File: src/rtl/alu_cmd_sequencer.sv
// alu_cmd_sequencer: command FIFO in front of an 8-bit ALU. Each command is
// issued on its own, the ALU is given ALU_LAT clock edges to produce its
// result, and the result is then held on a valid/ready port until it is taken.
module alu_cmd_sequencer #(
  parameter int DEPTH   = 4,
  parameter int ALU_LAT = 1,
  parameter int WIDTH   = 8
) (
  input  logic                    clk,
  input  logic                    rst,
  input  logic                    cmd_valid,
  output logic                    cmd_ready,
  input  logic [WIDTH-1:0]        cmd_a,
  input  logic [WIDTH-1:0]        cmd_b,
  input  logic [1:0]              cmd_modo,
  output logic                    alu_en,
  output logic [WIDTH-1:0]        alu_a,
  output logic [WIDTH-1:0]        alu_b,
  output logic [1:0]              alu_modo,
  input  logic [WIDTH-1:0]        alu_c,
  output logic                    res_valid,
  input  logic                    res_ready,
  output logic [WIDTH-1:0]        res_data,
  output logic [1:0]              res_modo,
  output logic [$clog2(DEPTH):0]  fifo_count,
  output logic                    busy
);

  localparam int AW = $clog2(DEPTH);
  localparam int CW = (ALU_LAT > 0) ? $clog2(ALU_LAT + 1) : 1;
  localparam logic [AW:0]   FULL = (AW+1)'(DEPTH);
  localparam logic [CW-1:0] LAT  = CW'(ALU_LAT);

  typedef struct packed {
    logic [1:0]       modo;
    logic [WIDTH-1:0] b;
    logic [WIDTH-1:0] a;
  } cmd_t;

  typedef enum logic [1:0] {S_IDLE, S_WAIT, S_HOLD} state_t;

  cmd_t            mem [DEPTH];
  cmd_t            head;
  logic [AW-1:0]   wr_ptr, rd_ptr;
  logic [AW:0]     count_q;
  logic [CW-1:0]   cnt_q, cnt_d;
  state_t          state_q, state_d;
  logic            push, issue, capture, clear_res;

  // cmd_ready comes only from the registered count, so a pop in the same
  // cycle never opens a full FIFO early.
  assign cmd_ready  = rst && (count_q < FULL);
  assign push       = cmd_valid && cmd_ready;
  assign head       = mem[rd_ptr];
  assign fifo_count = count_q;
  assign busy       = rst && ((state_q != S_IDLE) || (count_q != '0));

  // FIFO storage; validity is tracked by the pointers and count alone
  always_ff @(posedge clk) begin
    if (push) mem[wr_ptr] <= '{modo: cmd_modo, b: cmd_b, a: cmd_a};
  end

  // FIFO pointers and occupancy; the FSM issue is the only pop
  always_ff @(posedge clk or negedge rst) begin
    if (!rst) begin
      wr_ptr  <= '0;
      rd_ptr  <= '0;
      count_q <= '0;
    end else begin
      if (push)  wr_ptr <= wr_ptr + AW'(1);
      if (issue) rd_ptr <= rd_ptr + AW'(1);
      case ({push, issue})
        2'b10:   count_q <= count_q + (AW+1)'(1);
        2'b01:   count_q <= count_q - (AW+1)'(1);
        default: count_q <= count_q;
      endcase
    end
  end

  // Next-state: issue from IDLE, or straight from HOLD on the result handshake
  always_comb begin
    state_d   = state_q;
    cnt_d     = cnt_q;
    issue     = 1'b0;
    capture   = 1'b0;
    clear_res = 1'b0;
    case (state_q)
      S_IDLE: begin
        if (count_q != '0) begin
          issue   = 1'b1;
          state_d = S_WAIT;
        end
      end
      S_WAIT: begin
        if (cnt_q == '0) begin
          capture = 1'b1;
          state_d = S_HOLD;
        end else begin
          cnt_d = cnt_q - CW'(1);
        end
      end
      S_HOLD: begin
        if (res_ready) begin
          clear_res = 1'b1;
          if (count_q != '0) begin
            issue   = 1'b1;
            state_d = S_WAIT;
          end else begin
            state_d = S_IDLE;
          end
        end
      end
      default: state_d = S_IDLE;
    endcase
    if (issue) cnt_d = LAT;
  end

  // State and latency counter registers
  always_ff @(posedge clk or negedge rst) begin
    if (!rst) begin
      state_q <= S_IDLE;
      cnt_q   <= '0;
    end else begin
      state_q <= state_d;
      cnt_q   <= cnt_d;
    end
  end

  // ALU drive: operands latch on issue and stay put until the next issue
  always_ff @(posedge clk or negedge rst) begin
    if (!rst) begin
      alu_en   <= 1'b0;
      alu_a    <= '0;
      alu_b    <= '0;
      alu_modo <= '0;
    end else begin
      if (issue) begin
        alu_en   <= 1'b1;
        alu_a    <= head.a;
        alu_b    <= head.b;
        alu_modo <= head.modo;
      end else if (capture) begin
        alu_en   <= 1'b0;
      end
    end
  end

  // Result port: capture alu_c at the end of the wait, hold until taken
  always_ff @(posedge clk or negedge rst) begin
    if (!rst) begin
      res_valid <= 1'b0;
      res_data  <= '0;
      res_modo  <= '0;
    end else begin
      if (capture) begin
        res_valid <= 1'b1;
        res_data  <= alu_c;
        res_modo  <= alu_modo;
      end else if (clear_res) begin
        res_valid <= 1'b0;
      end
    end
  end

endmodule

File: config.mk
export PLATFORM = sky130hd
export DESIGN_NAME = alu_cmd_sequencer
export DESIGN_NICKNAME = d
export VERILOG_FILES = /design/src/rtl/alu_cmd_sequencer.sv
export SDC_FILE = /design/constraint.sdc
export NUM_CORES = 1
export LEC_CHECK = 0
export BUFFER_PORTS_ARGS = -buffer_cell sky130_fd_sc_hd__buf_2
export CELL_PAD_IN_SITES_DETAIL_PLACEMENT = 1
export CELL_PAD_IN_SITES_GLOBAL_PLACEMENT = 1
export CORE_MARGIN = 1
export CORE_UTILIZATION = 35
export DETAILED_ROUTE_END_ITERATION = 12
export HOLD_SLACK_MARGIN = 0.05
export MAX_ROUTING_LAYER = met4
export PLACE_DENSITY_LB_ADDON = 0.1
export SLEW_MARGIN = 0
export SYNTH_ARGS = -nofsm -noshare
export SYNTH_HDL_FRONTEND = slang
export SYNTH_SLANG_ARGS = --single-unit
File: constraint.sdc
create_clock -name clk -period 3.8 [get_ports clk]
set_clock_uncertainty 0.2 [all_clocks]
set_input_delay 0.19 -clock clk [delete_from_list [all_inputs] [get_ports clk]]
set_output_delay 0.19 -clock clk [all_outputs]
set_load 0.02 [all_outputs]
==> metrics.md <==
| Metric | Value |
|---|---|
| Crit path time final | `2551 ps` |
| Cells after DPL | `423` |
| WL/cell | `17.79 µm` |
| Final Hold Viols | `0` |
| Total Wirelength | `8.310 mm` |
| Top Ports | `65` |
| Asr flop ratio synth | `35.71%` |
| Most numerous cell in the Yosys netlist | `edfxtp_1` |
| Fin nets | `351` |
| Critical path fanouts, max | `23` |
| Hold EP | `wr_ptr[0]` |
| Slew @ Worst Pin | `997.7 ps` |
| Tot Pwr | `4.269 mW` |
| Max-slew violation count | `0` |
| DRC violations left | `0` |
| First-pass GRT wire length | `13.54 mm` |
| Iter 0 DRT Violations | `53` |
| R2r startpoint | `state_q[1]` |
| Non-filler cells, final | `467` |
| Number of max-cap violations | `0` |
| Fmax | `0.3919 GHz` |
| Top_reg_cell synth | `edfxtp_1` |
| Unrepaired setup endpoints after global routing | `no` |
| Tcrit/Tclk final | `67.14%` |
| Syn_nets | `246` |
| Switching pwr | `1.373 mW` |
| Die ar. | `0.01276 mm²` |
| Die W | `113.0 µm` |
| GRT overflow | `0` |
| Crit end category | `register` |
| CP Launch Type | `input port` |
| GR peak layer | `met2` |
| Initial antenna violation count | `0` |
| Synth area leader | `edfxtp_1` |
| R2r setup slk | `1320 ps` |
| Critical path class | `input port to register` |
| H-tree depth | `3` |
| CTS Buffer Depth | `2` |
| Leak | `2.098 nW` |
| CTS buffer count | `9` |
| Met1 GRT Util | `18.23%` |
| RR Endpoint | `fifo_count[2]` |
| Hold crit path type | `input port to register` |
| Setup violations, final | `0` |
| Top cells by count, synth | `edfxtp_1 (72), dfrtp_1 (40), mux2_2 (28), mux4_2 (18), inv_1 (7)` |
| FP Rows | `40` |
| HPWL after detailed placement | `5.179 mm` |
| All-layer global routing usage | `14.84%` |
| TNS Setup | `0 ps` |
| Share of the synthesized area in the top cell type | `50.17%` |
| Arrival @ worst endpoint | `2620 ps` |
| Clk slew on worst S/H paths | `70 ps` |
| HP Start | `cmd_valid` |
| CTS root buffer | `clkbuf_16` |
| Pint | `2.896 mW` |
| Die height | `113.0 µm` |
| Vias per inst | `4.764` |
| Synthesized cell area | `0.004309 mm²` |
| Gate power share | `33.7%` |
| Synth warn | `0` |
| Top cells by area, synth | `edfxtp_1 (50%), dfrtp_1 (23%), mux4_2 (9.4%)` |
| Seq cells post-synth | `112` |
| Slew Limit Headroom | `33.48%` |
| Crit path required time | `3860 ps` |
| Vias in the first global route | `2497` |
| Post-CTS Setup Inserts | `0` |
| Hold_ws | `107.5 ps` |
| Worst-skew pair later-pin latency | `340 ps` |
| Hold path cells | `3` |
| Number of vias in the routed layout | `2225` |
| Area grow syn2layout | `25.64%` |
| Post-CTS resize count | `0` |
| GR Util met2 | `24.81%` |
| Cells after Synth | `210` |
| Seq pwr share | `42.8%` |
| Antenna fix cells | `0` |
| Drt first pass iters | `4` |
| DRT antenna net count | `0` |
| Pin count of the biggest net entering global routing | `42` |
| Clock power frac | `23.6%` |
| CTS sink count | `112` |
| Initial Utilization | `35.88%` |
| Core Area | `0.01201 mm²` |
| CTS Hold Buffers Added | `28` |
| CTS tree | `yes` |
| Final Wtd Congestion | `0.7086` |
| Number of enable flip-flop cells after synthesis | `72` |
| Layout cells sized above 1 | `43.75%` |
| Peak VDD IR | `309.1 µV` |
| Sw frac | `32.16%` |
| Unique masters post-synth | `29` |
| Layout Utilization | `45.07%` |
| Outcome | `completed` |
| GR Util met3 | `3.160%` |
| Avg Inst Size Synth | `20.52 µm²` |
| Cell Pwr Density | `788.6 mW/mm²` |
| Sequential fraction of the synthesis area | `73.40%` |
| I/O Buffers | `64` |
| Reg2Reg Depth | `9` |
how the worst max path moves through the flow:
stage,start,to
finish,res_ready,fifo_count[2]
global route,res_ready,fifo_count[2]
CTS,res_ready,fifo_count[2]
detailed placement,state_q[1],fifo_count[2]
global placement,state_q[1],fifo_count[2]
floorplan,fifo_count[2],fifo_count[2]
metrics by stage:
stage / instance area, µm² / setup slack (ps)
floorplan: 4309 / 1465
global placement: 4813 / 1363
detailed placement: 4813 / 1306
CTS: 5414 / 1237
global route: 5414 / 1072
finish: 5414 / 1249
worst max-delay path: stages:
cell and delay, ps:
dlygate4sd3_1 530, buf_2 110, and2b_2 240, nor3_4 100
buf_4 350, ha_1 240, inv_1 60, fa_1 380
xor2_1 150, nor2_1 110, xor2_1 150
flip-flops by register name, indices dropped and copies added (netlist names):
name	count
alu_a	8
res_data	8
alu_modo	2
wr_ptr	2
res_modo	2
alu_b	8
state_q	2
rd_ptr	2
cnt_q	1
alu_en	1
fifo_count	3
mem	72
res_valid	1
cells in the final DEF, fill, tap and decap left out, types with 2 or more instances in the layout:
| cell | n |
|---|---|
| xor2_1 | 4 |
| mux4_2 | 18 |
| and3_1 | 4 |
| ha_1 | 5 |
| dfrtp_1 | 40 |
| edfxtp_1 | 72 |
| inv_1 | 7 |
| buf_4 | 8 |
| mux2_2 | 28 |
| nor3_4 | 2 |
| nand2_1 | 2 |
| nor2_1 | 5 |
| dlygate4sd3_1 | 28 |
| clkinvlp_4 | 2 |
| xnor2_1 | 2 |
| mux2_4 | 2 |
| buf_2 | 64 |
| bufinv_16 | 2 |
| clkbuf_16 | 9 |
cells by family after synthesis:
group,Yosys count,synth area share [%]
flops,112,73.40
mux,49,17.65
simple gates,19,2.991
buf+inv,13,2.004
xor+xnor,6,1.220
fa+ha+maj,6,1.916
compound gates,5,0.8132
area by class of cell:
class / instances / area [µm²]
clock buffers: 9 / 225.2
clock inverters: 7 / 95.09
fillers: 1175 / 6598
inverters: 7 / 26.28
multi-input cells: 85 / 1060
flip-flops and latches: 112 / 3163
well taps: 147 / 183.9
repair buffers: 100 / 660.6
metal layers:
layer | vias to the layer above | share of wire, %
met5 | - | 0
met3 | 7 | 3.8
met4 | 0 | 1.1
met1 | 1157 | 44
met2 | 48 | 51
li1 | 1013 | -
power groups by stage:
stage | Sequential [mW] | Combinational [mW] | Clock, mW
after detailed placement | 1.87 | 1.44 | 0
after floorplan | 1.98 | 0.902 | 0
after global routing | 1.88 | 1.57 | 1.08
after global placement | 1.86 | 1.44 | 0
final | 1.83 | 1.44 | 1.01
after CTS | 1.84 | 1.47 | 1.04
No activity file was read; power rests on OpenSTA's default activity.
